**src/rtl/fetch_pkg.sv**
```systemverilog
// Shared types and constants for the instruction-fetch front end.
package fetch_pkg;

  localparam logic [31:0] NOP_INST = 32'h0000_0013;

  typedef struct packed {
    logic [31:0] inst;
    logic [31:0] pc;
  } fetch_entry_t;

  function automatic logic [31:0] word_align(input logic [31:0] addr);
    return addr & ~32'd3;
  endfunction

endpackage

```
**src/rtl/fetch_fifo.sv**
```systemverilog
// Synchronous fetch buffer holding returned instructions with their PCs.
module fetch_fifo
  import fetch_pkg::*;
#(
  parameter int DEPTH = 4
) (
  input  logic                         i_clk,
  input  logic                         i_rst_n,
  input  logic                         i_push,
  input  fetch_entry_t                 i_push_data,
  input  logic                         i_pop,
  input  logic                         i_flush,
  output fetch_entry_t                 o_head,
  output logic [$clog2(DEPTH+1)-1:0]   o_occupancy,
  output logic                         o_empty,
  output logic                         o_full
);

  localparam int AW = $clog2(DEPTH);
  localparam int CW = $clog2(DEPTH + 1);

  fetch_entry_t    r_mem [DEPTH];
  logic [AW-1:0]   r_wr_ptr;
  logic [AW-1:0]   r_rd_ptr;
  logic [CW-1:0]   r_count;
  logic            w_do_pop;

  assign w_do_pop    = i_pop && (r_count != '0);
  assign o_head      = r_mem[r_rd_ptr];
  assign o_occupancy = r_count;
  assign o_empty     = (r_count == '0);
  assign o_full      = (r_count == CW'(DEPTH));

  // Pointers wrap naturally because DEPTH is a power of two.
  always_ff @(posedge i_clk or negedge i_rst_n) begin
    if (!i_rst_n) begin
      r_wr_ptr <= '0;
      r_rd_ptr <= '0;
      r_count  <= '0;
    end else if (i_flush) begin
      r_wr_ptr <= '0;
      r_rd_ptr <= '0;
      r_count  <= '0;
    end else begin
      if (i_push) r_wr_ptr <= r_wr_ptr + AW'(1);
      if (w_do_pop) r_rd_ptr <= r_rd_ptr + AW'(1);
      r_count <= r_count + CW'(i_push) - CW'(w_do_pop);
    end
  end

  always_ff @(posedge i_clk) begin
    if (i_push && !i_flush) r_mem[r_wr_ptr] <= i_push_data;
  end

endmodule

```
**src/rtl/if_fetch_unit.sv**
```systemverilog
// Instruction-fetch front end: issues in-order imem requests, buffers the
// returned words and drives the IF/ID pipeline register.
module if_fetch_unit
  import fetch_pkg::*;
#(
  parameter logic [31:0] RESET_PC        = 32'h0000_0000,
  parameter int          FIFO_DEPTH      = 4,
  parameter int          MAX_OUTSTANDING = 2
) (
  input  logic        i_clk,
  input  logic        i_rst_n,
  input  logic        i_hazard_detected,
  input  logic        i_ex_take_branch,
  input  logic [31:0] i_ex_target_pc,
  output logic        o_imem_req_valid,
  output logic [31:0] o_imem_req_addr,
  input  logic        i_imem_req_ready,
  input  logic        i_imem_rsp_valid,
  input  logic [31:0] i_imem_rsp_data,
  output logic [31:0] o_if_id_IR,
  output logic [31:0] o_if_id_PC,
  output logic        o_if_id_valid_inst,
  output logic        o_if_proto_err
);

  localparam int OW = $clog2(MAX_OUTSTANDING + 1);
  localparam int CW = $clog2(FIFO_DEPTH + 1);
  localparam int SW = ((OW > CW) ? OW : CW) + 1;

  logic [31:0]   r_fetch_pc;
  logic [31:0]   r_rsp_pc;
  logic [OW-1:0] r_outstanding;
  logic [OW-1:0] r_drop_cnt;
  logic [31:0]   r_if_id_ir;
  logic [31:0]   r_if_id_pc;
  logic          r_if_id_valid;
  logic          r_proto_err;

  logic [CW-1:0] w_occupancy;
  logic          w_fifo_empty;
  logic          w_fifo_full;
  fetch_entry_t  w_head;
  fetch_entry_t  w_push_entry;
  logic [SW-1:0] w_reserved;
  logic [31:0]   w_target;
  logic          w_req_valid;
  logic          w_accept;
  logic          w_rsp_live;
  logic          w_push;
  logic          w_pop;

  // Slots already claimed: buffered words plus responses still expected to land.
  assign w_reserved   = SW'(w_occupancy) + SW'(r_outstanding) - SW'(r_drop_cnt);
  assign w_target     = word_align(i_ex_target_pc);
  assign w_req_valid  = i_rst_n && !i_ex_take_branch
                        && (r_outstanding < OW'(MAX_OUTSTANDING))
                        && (w_reserved < SW'(FIFO_DEPTH));
  assign w_accept     = w_req_valid && i_imem_req_ready;
  assign w_rsp_live   = i_imem_rsp_valid && (r_outstanding != '0);
  assign w_push       = w_rsp_live && (r_drop_cnt == '0) && !i_ex_take_branch && !w_fifo_full;
  assign w_pop        = !i_ex_take_branch && !i_hazard_detected && !w_fifo_empty;
  assign w_push_entry = '{inst: i_imem_rsp_data, pc: r_rsp_pc};

  fetch_fifo #(
    .DEPTH (FIFO_DEPTH)
  ) u_fifo (
    .i_clk       (i_clk),
    .i_rst_n     (i_rst_n),
    .i_push      (w_push),
    .i_push_data (w_push_entry),
    .i_pop       (w_pop),
    .i_flush     (i_ex_take_branch),
    .o_head      (w_head),
    .o_occupancy (w_occupancy),
    .o_empty     (w_fifo_empty),
    .o_full      (w_fifo_full)
  );

  always_ff @(posedge i_clk or negedge i_rst_n) begin
    if (!i_rst_n) begin
      r_fetch_pc    <= RESET_PC;
      r_rsp_pc      <= RESET_PC;
      r_outstanding <= '0;
      r_drop_cnt    <= '0;
      r_proto_err   <= 1'b0;
    end else begin
      r_outstanding <= r_outstanding + OW'(w_accept) - OW'(w_rsp_live);
      if (i_imem_rsp_valid && (r_outstanding == '0)) r_proto_err <= 1'b1;
      // Every request still unanswered after this edge belongs to the wrong path.
      if (i_ex_take_branch) begin
        r_fetch_pc <= w_target;
        r_rsp_pc   <= w_target;
        r_drop_cnt <= r_outstanding - OW'(w_rsp_live);
      end else begin
        if (w_accept) r_fetch_pc <= r_fetch_pc + 32'd4;
        if (w_push) r_rsp_pc <= r_rsp_pc + 32'd4;
        if (w_rsp_live && (r_drop_cnt != '0)) r_drop_cnt <= r_drop_cnt - OW'(1);
      end
    end
  end

  always_ff @(posedge i_clk or negedge i_rst_n) begin
    if (!i_rst_n) begin
      r_if_id_ir    <= NOP_INST;
      r_if_id_pc    <= 32'h0000_0000;
      r_if_id_valid <= 1'b0;
    end else if (i_ex_take_branch) begin
      r_if_id_ir    <= NOP_INST;
      r_if_id_valid <= 1'b0;
    end else if (!i_hazard_detected) begin
      if (!w_fifo_empty) begin
        r_if_id_ir    <= w_head.inst;
        r_if_id_pc    <= w_head.pc;
        r_if_id_valid <= 1'b1;
      end else begin
        r_if_id_ir    <= NOP_INST;
        r_if_id_valid <= 1'b0;
      end
    end
  end

  assign o_imem_req_valid   = w_req_valid;
  assign o_imem_req_addr    = r_fetch_pc;
  assign o_if_id_IR         = r_if_id_ir;
  assign o_if_id_PC         = r_if_id_pc;
  assign o_if_id_valid_inst = r_if_id_valid;
  assign o_if_proto_err     = r_proto_err;

endmodule
```
**config.mk**
```make
export PLATFORM = sky130hd
export DESIGN_NAME = if_fetch_unit
export DESIGN_NICKNAME = d
export VERILOG_FILES = /design/src/rtl/fetch_pkg.sv /design/src/rtl/fetch_fifo.sv /design/src/rtl/if_fetch_unit.sv
export SDC_FILE = /design/constraint.sdc
export NUM_CORES = 1
export LEC_CHECK = 0
export ABC_AREA = 1
export CORE_ASPECT_RATIO = 0.7
export CORE_MARGIN = 3
export CORE_UTILIZATION = 61
export DETAILED_ROUTE_END_ITERATION = 10
export PLACE_DENSITY = 0.85
export REMOVE_ABC_BUFFERS = 1
export SETUP_SLACK_MARGIN = 0.05
export SLEW_MARGIN = 20
export SYNTH_ARGS = -nofsm -noshare
export SYNTH_HDL_FRONTEND = slang
export SYNTH_SLANG_ARGS = --single-unit
```
**constraint.sdc**
```tcl
create_clock -name i_clk -period 10.3 [get_ports i_clk]
set_input_delay 2.06 -clock i_clk [delete_from_list [all_inputs] [get_ports i_clk]]
set_output_delay 2.06 -clock i_clk [all_outputs]
set_load 0.01 [all_outputs]
```
==> run_results.csv <==
group,metric,value,unit
run_status,outcome,"finished clean",
sta,tightest_slew,1050,ps
cts,h-tree-depth,2,
route,drtPass1Iterations,6,
synthesis,synthMuxAreaShare,0,
floorplan,std_cell_rows,49,
finish,final_core_util,0.746,
synthesis,synth_warnings,0,
floorplan,start_util,0.635,
power_and_ir_drop,power_leakage,7.50,nW
cts,cts_buffers,36,
synthesis,ys_ff_latch,383,
synthesis,yosys.area_share.simple,0.173,
synthesis,synth_edf_count,248,
floorplan,die_area,29400,um2
floorplan,design.core.area,26200,um2
sta,tns,0,ps
finish,fin_area,19600,um2
synthesis,synth_fa_ha_area_frac,0.0137,
global_routing,grt_max_degree,92,
global_routing,grt_overflow,0,
synthesis,async_flop_share,0.352,
power_and_ir_drop,finalPower,0.00451,W
route,avgRoutedWirePerCell,19.5,um
floorplan,dieHeight,144,um
synthesis,yosys.area.top_type,"edfxtp_1",
floorplan,dieWidth,204,um
synthesis,synth-compound-area-share,0.104,
hold_path,hold_class,"flip-flop to flip-flop",
finish,antennaDiodeCount,0,
synthesis,syn_area_per_cell,10.4,um2
finish,layout.cells.non_filler,2122,
route,drt_first_iter_violations,1571,
synthesis,synth_ff_type,"edfxtp_1",
worst_setup_path,critPathKind,"input port to primary output",
sta,skew,14.2,ps
worst_setup_path,cp_max_fo,39,
global_routing,grt_pass1_vias,12000,
synthesis,synthCells,1603,
cts,clock-sinks,383,
cts,post_cts_buffers,0,
worst_setup_path,worstPathRequired,8240,ps
route,vias,12600,
sta,setup_viol,0,
finish,nets,1827,
route,vias_per_cell,5.93,
global_routing,grt_pass1_wl,65300,um
finish,synthToLayoutAreaGrowth,17.5,%
placed_design,dp_hpwl,24600,um
global_routing,antenna_found_initial,0,
sta,period_share,0.568,
sta,finalCriticalPeriod,5850,ps
worst_setup_path,endpoint_kind,"primary output",
cts,cts.path.max_buffers,3,
synthesis,synth_top_cell_area_share,0.447,
cts,holdBufCountCts,0,
cts,cts_tree,"built",
synthesis,synthTopCellsByArea,"edfxtp_1 45%, dfrtp_1 20%, nor2_1 6.5%",
cts,clock_latency,510,ps
finish,drive_above_1_share,0.0567,
worst_setup_path,worst_setup_path_start_kind,"input port",
sta,clock.fmax,0.171,GHz
synthesis,yosysSeqAreaShare,0.650,
power_and_ir_drop,p_per_area,230,nW/um2
sta,hold_viol_final,0,
placed_design,dpl.cell_count,2059,
placed_design,placed_area,18500,um2
route,routed_wl,41300,um
synthesis,synth_cell_types,42,
floorplan,ios,169,
sta,rsz0062_at_grt,"no",
synthesis,synthXorXnorAreaFrac,0.0110,
placed_design,portBuffers,162,
run,maxCapViolations,0,
placed_design,gp_congestion,0.934,
synthesis,post-synth-top-count-cell,"nor2_1",
cts,path_clk_slew,70,ps
synthesis,synth_top_family_by_area,"simple AND/OR/NAND/NOR gates",
route,route.detailed.drc,0,
route,drtAntennaViolNets,0,
synthesis,netlist_area,16700,um2
worst_setup_path,critical_path_arrival,3790,ps
power_and_ir_drop,ir_drop,0.155,mV
synthesis,synth_commonest_cells,"288 x nor2_1, 279 x nand2_1, 248 x edfxtp_1, 151 x o21ai_0, 132 x dfrtp_1",
sta,slew_headroom,0.302,
cts,cts_resized,0,
finish,fill_cells,1775,
global_routing,gr-usage-all-layers,0.282,
sta,slew_viol_final,0,
cts,cts-root-buf,"clkbuf_16",
metrics by stage:
stage               hold WS [ps]  worst slack, ps
finish                       490             4450
global route                 543             4310
CTS                          496             4440
detailed placement           477             4390
global placement             476             4450
floorplan                    496             3810
path summary, 6_finish.rpt:
path	cells after the start	end	startpoint	slack (ps)
worst max-delay path	8	o_imem_req_valid	i_ex_take_branch	4450
worst min-delay path	1	o_if_proto_err	o_if_proto_err	490
worst max register to register	14	r_outstanding[1]	r_outstanding[1]	7050
worst min register to register	1	o_if_proto_err	o_if_proto_err	490
max in group asynchronous	2	u_fifo.r_rd_ptr[0]	i_rst_n	7550
min in group asynchronous	1	o_if_id_PC[29]	i_rst_n	1470
layer usage:
layer	GRT usage	up-vias	share of wire
met3	0.0495	66	0.093
met5	0	-	0
li1	-	5785	-
met2	0.457	644	0.47
met4	0.0677	0	0.016
met1	0.408	6078	0.42
layout by cell type (no fill, tap or decap), types with 10 or more instances in the layout:
| cell | Yosys | layout |
|---|---|---|
| clkdlybuf4s50_1 | 0 | 161 |
| nand3_1 | 98 | 98 |
| o21ai_1 | 12 | 12 |
| nor3_1 | 11 | 11 |
| a31oi_1 | 31 | 31 |
| o21ai_0 | 151 | 151 |
| clkbuf_16 | 0 | 37 |
| nand2_1 | 279 | 279 |
| clkbuf_1 | 39 | 10 |
| ha_1 | 15 | 15 |
| o22ai_1 | 35 | 35 |
| edfxtp_1 | 248 | 248 |
| buf_4 | 6 | 15 |
| nor2_1 | 288 | 283 |
| dfrtp_1 | 132 | 130 |
| inv_1 | 99 | 99 |
| a32o_1 | 29 | 29 |
| a21oi_1 | 14 | 14 |
| xor2_1 | 13 | 13 |
kinds of logic (layout without fill, tap and decap cells):
logic type	after synthesis	count (layout)
simple gates	702	702
compound gates	291	291
other cells	1	4
buf+inv	188	347
xor+xnor	21	21
fa+ha+maj	17	17
flops	383	383
registers in the layout, indices dropped and copies added (netlist names):
name	flops
u_fifo.r_wr_ptr	2
r_drop_cnt	2
u_fifo.r_rd_ptr	2
o_if_id_PC	30
o_if_id_IR	32
r_outstanding	2
u_fifo.r_mem	248
o_if_id_valid_inst	1
o_if_proto_err	1
r_rsp_pc	30
u_fifo.o_occupancy	3
o_imem_req_addr	30
cell type report:
type | instances | area [um2] | share of cell area
inverters | 107 | 405 | 0.0207
repair buffers | 177 | 1740 | 0.0886
well taps | 357 | 447 | 0.0228
clock buffers | 49 | 991 | 0.0506
flip-flops and latches | 383 | 10800 | 0.553
clock inverters | 14 | 96.3 | 0.00492
multi-input cells | 1035 | 5080 | 0.259
power breakdown:
part	internal (W)	switching (W)
Combinational	0.000496	0.000686
Sequential	0.00186	0.000211
Clock	0.000701	0.000550
Total	0.00306	0.00145
worst max-delay path, stage by stage:
cell             delay (ps)
clkdlybuf4s50_1         390
buf_4                   260
clkinv_2                 90
nand2_1                  50
nor2_1                  160
nand3_1                 100
nor2_1                  100
clkdlybuf4s50_1         550
No activity file was read; power rests on OpenSTA's default activity.
